$ cat config.mk
export PLATFORM = sky130hd
export DESIGN_NAME = num_to_str
export DESIGN_NICKNAME = d
export VERILOG_FILES = /design/src/rtl/num_to_str_pkg.sv /design/src/rtl/num_to_str_dd_step.sv /design/src/rtl/num_to_str.sv
export SDC_FILE = /design/constraint.sdc
export NUM_CORES = 1
export LEC_CHECK = 0
export ABC_CLOCK_PERIOD_IN_PS = 2100
export CAP_MARGIN = 20
export CORE_MARGIN = 8
export CORE_UTILIZATION = 58
export CTS_CLUSTER_SIZE = 12
export DETAILED_ROUTE_END_ITERATION = 7
export GPL_TIMING_DRIVEN = 0
export PLACE_DENSITY = 0.8
export SYNTH_ARGS = -nofsm -noshare
export SYNTH_HDL_FRONTEND = slang
export SYNTH_SLANG_ARGS = --single-unit
$ cat constraint.sdc
create_clock -name clk -period 2.1 [get_ports clk]
set_input_delay 0.42 -clock clk [delete_from_list [all_inputs] [get_ports clk]]
set_output_delay 0.42 -clock clk [all_outputs]
set_load 0.02 [all_outputs]
$ cat src/rtl/num_to_str_pkg.sv
// Shared types and constants for the binary-to-ASCII-decimal serialiser.
package num_to_str_pkg;

    typedef enum logic [1:0] {
        IDLE    = 2'd0,
        CONVERT = 2'd1,
        SEND    = 2'd2,
        TERM    = 2'd3
    } state_t;

    localparam int         NUM_DIGITS = 10;
    localparam int         BCD_W      = 40;
    localparam int         BIN_W      = 32;
    localparam int         CNT_W      = 5;
    localparam logic [7:0] ASCII_ZERO = 8'h30;

    // Index of the most significant nonzero BCD digit; 0 when all digits are zero.
    function automatic logic [3:0] msd_index(input logic [BCD_W-1:0] bcd);
        logic [3:0] idx;
        idx = 4'd0;
        for (int i = 0; i < NUM_DIGITS; i++) begin
            if (bcd[4*i +: 4] != 4'd0) idx = 4'(i);
        end
        return idx;
    endfunction

endpackage

$ cat src/rtl/num_to_str_dd_step.sv
// One double-dabble iteration: add 3 to every digit >= 5, then shift {bcd,bin} left by one.
module dd_bin_to_bcd_step
    import num_to_str_pkg::*;
(
    input  logic [BCD_W-1:0] bcd_i,
    input  logic [BIN_W-1:0] bin_i,
    output logic [BCD_W-1:0] bcd_o,
    output logic [BIN_W-1:0] bin_o
);

    logic [BCD_W-1:0] adj;

    always_comb begin
        adj = bcd_i;
        for (int i = 0; i < NUM_DIGITS; i++) begin
            if (bcd_i[4*i +: 4] >= 4'd5) adj[4*i +: 4] = bcd_i[4*i +: 4] + 4'd3;
        end
    end

    assign bcd_o = {adj[BCD_W-2:0], bin_i[BIN_W-1]};
    assign bin_o = {bin_i[BIN_W-2:0], 1'b0};

endmodule

$ cat src/rtl/num_to_str.sv
// Converts a 32-bit unsigned number to an MSD-first ASCII decimal stream with
// leading zeros suppressed and an optional terminator byte.
module num_to_str
    import num_to_str_pkg::*;
#(
    parameter logic [7:0] TERM_CHAR = 8'h0A,
    parameter bit         EMIT_TERM = 1'b1
) (
    input  logic        clk,
    input  logic        rst_n,
    input  logic [31:0] n_dtm,
    input  logic        n_vld,
    output logic        n_rdy,
    output logic [7:0]  s_dtm,
    output logic        s_vld,
    input  logic        s_rdy,
    output state_t      dbg_state
);

    // Handshakes: a transfer happens on a rising edge where valid && ready;
    // s_vld/s_dtm depend only on state and hold while s_rdy is low, n_rdy only on state.

    state_t             state_q, state_d;
    logic [BCD_W-1:0]   bcd_q, bcd_d, bcd_step;
    logic [BIN_W-1:0]   bin_q, bin_d, bin_step;
    logic [CNT_W-1:0]   cnt_q, cnt_d;
    logic [3:0]         ptr_q, ptr_d;
    logic [3:0]         cur_digit;

    dd_bin_to_bcd_step u_step (
        .bcd_i (bcd_q),
        .bin_i (bin_q),
        .bcd_o (bcd_step),
        .bin_o (bin_step)
    );

    assign cur_digit = bcd_q[{ptr_q, 2'b00} +: 4];
    assign dbg_state = state_q;

    always_ff @(posedge clk or negedge rst_n) begin
        if (!rst_n) begin
            state_q <= IDLE;
            bcd_q   <= '0;
            bin_q   <= '0;
            cnt_q   <= '0;
            ptr_q   <= '0;
        end else begin
            state_q <= state_d;
            bcd_q   <= bcd_d;
            bin_q   <= bin_d;
            cnt_q   <= cnt_d;
            ptr_q   <= ptr_d;
        end
    end

    always_comb begin
        state_d = state_q;
        bcd_d   = bcd_q;
        bin_d   = bin_q;
        cnt_d   = cnt_q;
        ptr_d   = ptr_q;
        n_rdy   = 1'b0;
        s_vld   = 1'b0;
        s_dtm   = 8'h00;
        case (state_q)
            IDLE: begin
                n_rdy = 1'b1;
                if (n_vld) begin
                    bin_d   = n_dtm;
                    bcd_d   = '0;
                    cnt_d   = 5'd31;
                    state_d = CONVERT;
                end
            end
            CONVERT: begin
                bcd_d = bcd_step;
                bin_d = bin_step;
                cnt_d = cnt_q - 5'd1;
                // Last bit shifted in this cycle; bcd_step already holds the final digits.
                if (cnt_q == 5'd0) begin
                    state_d = SEND;
                    ptr_d   = msd_index(bcd_step);
                end
            end
            SEND: begin
                s_vld = 1'b1;
                s_dtm = ASCII_ZERO | {4'h0, cur_digit};
                if (s_rdy) begin
                    if (ptr_q != 4'd0) ptr_d = ptr_q - 4'd1;
                    else               state_d = EMIT_TERM ? TERM : IDLE;
                end
            end
            TERM: begin
                s_vld = 1'b1;
                s_dtm = TERM_CHAR;
                if (s_rdy) state_d = IDLE;
            end
            default: state_d = IDLE;
        endcase
    end

endmodule

==> summary.txt <==
Run status
  – Outcome: complete, but fails checks
  – Violated checks: setup timing

Finish
  – Ant diodes: 0
  – Area delta synth->final: 23.1%
  – Layout cell share with drive strength beyond 1: 21.9%
  – Final net count: 680

Floorplan
  – Area of the core: 0.00859 sq mm
  – Io pins: 48
  – Die Ht: 110 um
  – Die width: 110 um
  – Initial core utilization: 59.2%
  – Rows: 34
  – Die area: 0.0120 sq mm

Placed design
  – GPL Wtd Cong: 0.850
  – HPWL after DPL: 9.17 mm
  – Port bufs: 45
  – Placement Setup Slack: -0.470 ns

Detailed routing
  – Residual DRC count: 0
  – Drt wl/cell: 18.2 um
  – Routed WL: 13.3 mm
  – Drt first pass iters: 5
  – DR vias/cell: 6.15
  – Vias post-DR: 4492
  – Antenna-violating nets left: 0
  – Number of DRC markers in iteration 0: 312

STA
  – Setup clock skew after layout: 0.0133 ns
  – Final Cycle Share: 114%
  – Worst setup margin: -0.286 ns
  – Setup TNS: -1.14 ns
  – RSZ-0062 raised after global routing: yes
  – Setup violators final: 7
  – Max frequency: 0.419 GHz
  – Max-slew violations: 0
  – Endpoints failing hold: 0
  – Least-Margin Pin Slew: 0.540 ns
  – Post-layout min period: 2.39 ns
  – Max-slew headroom: 64.0%

Global routing
  – All-Layer GR Usage: 22.7%
  – Largest net degree at the start of global routing: 52
  – Vias in the first global route: 4451
  – Initial antenna violation count: 0
  – Grt ovf: 0
  – Global-route wire length before repair: 21.6 mm

Worst setup path
  – Critical Path Fanout Max: 6
  – Crit path launch type: register
  – Critical path cell sequence: buf_6 -> buf_8 -> buf_6 -> mux4_2 -> mux2i_1 -> o22a_1 -> nor2_1 -> buf_4
  – Crit-path slowest cell: dfrtp_1
  – Top delay family on crit path: buffers and inverters
  – CP arrival: 1.97 ns
  – Kind of critical path: reg -> out
  – Most frequent CP cell: buf_6
  – Worst path bufs/invs: 4
  – Max incr delay on CP: 0.39 ns
  – Critical Path RT: 1.68 ns
  – Crit. End Element: output pin

Yosys
  – Cell type with the largest total area after synthesis: dfrtp_1
  – Sequential share of the synthesized area: 40.8%
  – Post-synth top area share: 40.8%
  – Post-synth cell types: 52
  – Fraction of registers with async set/reset: 100%
  – Post-synth EDFFs: 0
  – Synth Register Bits: 83
  – Mapped Area: 0.00509 sq mm
  – Mean Syn Cell Area: 9.45 sq um
  – Ys flop type: dfrtp_1
  – Mapped Cells: 538
  – Top post-synthesis cells by area: dfrtp_1 41%, ha_1 6.6%, mux2i_1 6.3%
  – Synth Warn #: 0

Clocking
  – Worst-path clk slew: 0.10 ns
  – Clock buffer count from CTS: 9
  – # clock sinks: 83
  – CTS tree: yes
  – Clock root cell: clkbuf_8
  – H-tree lvl count: 3
  – Max Root-Sink Buffers: 2
  – Clock latency on the worst-skew pair: 0.37 ns

Power and ir drop
  – PD cells: 1470 mW/mm^2
  – Total chip power: 9170 uW
  – Leakage: 0.00267 uW
  – Worst vdd ir: 0.925 mV

Flow run
  – Number of max-cap violations: 0

Hold path
  – Hold WC Path Type: reg -> reg
-- worst register-to-register path, stage by stage, from the launching register on --
cell and delay, ns:
dfrtp_1 0.36, buf_6 0.15, buf_8 0.13, buf_12 0.12
inv_2 0.04, ha_2 0.17, nand2b_1 0.11, o211ai_1 0.15
a21oi_4 0.28, inv_2 0.10, or3_1 0.37, o221ai_2 0.07
-- layer usage --
layer | part of all wire, % | GRT usage, % | up-vias
li1 | - | - | 2118
met5 | 0 | 0 | -
met1 | 42 | 28.7 | 2216
met3 | 5.2 | 4.63 | 23
met4 | 2.1 | 8.00 | 0
met2 | 50 | 37.7 | 135
-- layout make-up --
| class | count | area, sq um |
|---|---|---|
| Clock inverter | 7 | 75.1 |
| Clock buffer | 9 | 124 |
| Timing Repair Buffer | 68 | 652 |
| Inverter | 29 | 109 |
| Fill cell | 597 | 2330 |
| Multi-Input combinational cell | 396 | 2910 |
| Sequential cell | 83 | 2080 |
| Tap cell | 108 | 135 |
| Buffer | 30 | 176 |
-- path summary, 6_finish.rpt --
kind	from	end	slack [ns]	cells past startpoint
max	ptr_q[0]	s_dtm[0]	-0.29	8
max in group asynchronous	rst_n	cnt_q[1]	0.94	3
min	bin_q[30]	bin_q[30]	0.49	2
min reg2reg	bin_q[30]	bin_q[30]	0.49	2
min in group asynchronous	rst_n	bcd_q[12]	0.55	2
max reg2reg	ptr_q[0]	ptr_q[1]	-0.05	11
-- synthesized netlist by cell type (all sizes together) (2+ instances only) --
cell type	number
o21ai	52
mux2i	32
nor4b	2
o22ai	51
a21o	3
nand4	2
nor3b	14
nand3b	2
xnor2	12
nor4	2
mux4	8
a21oi	52
inv	29
buf	15
a211oi	2
nand3	6
o211ai	3
or3	3
nand2	55
dfrtp	83
nor2b	4
nor3	5
and3	4
a22o	6
mux2	2
and2	2
nand2b	12
ha	27
o22a	2
nor2	18
clkbuf	16
-- cells in the final DEF, fill, tap and decap left out, drive strengths merged, types with 5 or more instances in the layout --
cell	instances
ha	27
clkbuf	29
xnor2	12
nor3b	14
clkdlybuf4s50	36
nand2	55
nor3	5
inv	32
buf	38
o22ai	51
nor2	18
nand2b	12
dfrtp	83
a21oi	52
a22o	6
o21ai	52
mux4	8
mux2i	32
nand3	6
-- kinds of logic (layout without fill, tap and decap cells) --
logic type | after synthesis | count (layout) | share of synthesized area [%]
AOI/OAI and AO/OA | 179 | 179 | 21.7
and+or+nand+nor | 133 | 133 | 13.3
DFF | 83 | 83 | 40.8
buffers and inverters | 60 | 143 | 4.94
muxes | 42 | 42 | 10.3
adders and majority gates | 27 | 27 | 6.64
xor gates and xnor gates | 13 | 13 | 2.24
other | 1 | 2 | 0.0737
-- registers in the layout, summed over array words and instances, names as in the netlist --
signal     count
bcd_q         40
ptr_q          4
cnt_q          5
bin_q         32
dbg_state      2
-- report_power, final --
group	internal (uW)	leakage, uW	switching (uW)
clock	561	0.000104	658
sequential	2160	0.00102	553
combinational	2280	0.00155	2960
total	5000	0.00267	4170
-- stage by stage --
step | util, % | cell area (sq um) | cells | hold WS (ns)
floorplan | - | 5090 | 539 | 0.124
detailed placement | 66.3 | 5700 | 693 | 0.399
global route | 72.8 | 6260 | 730 | 0.529
finish | 72.8 | 6260 | 730 | 0.488
global placement | 66.0 | 5680 | 692 | 0.462
CTS | 70.8 | 6080 | 723 | 0.497
-- repair_timing --
action / in CTS / in global routing
hold endpoints to repair: 6 / 0
setup endpoints to repair: 36 / 63
buffers inserted: 14 / 7
hold buffers: 1 / 0
resized for setup: 48 / 58
pin swaps: 12 / 11
Note: power is estimated with default switching activity, not from simulation.
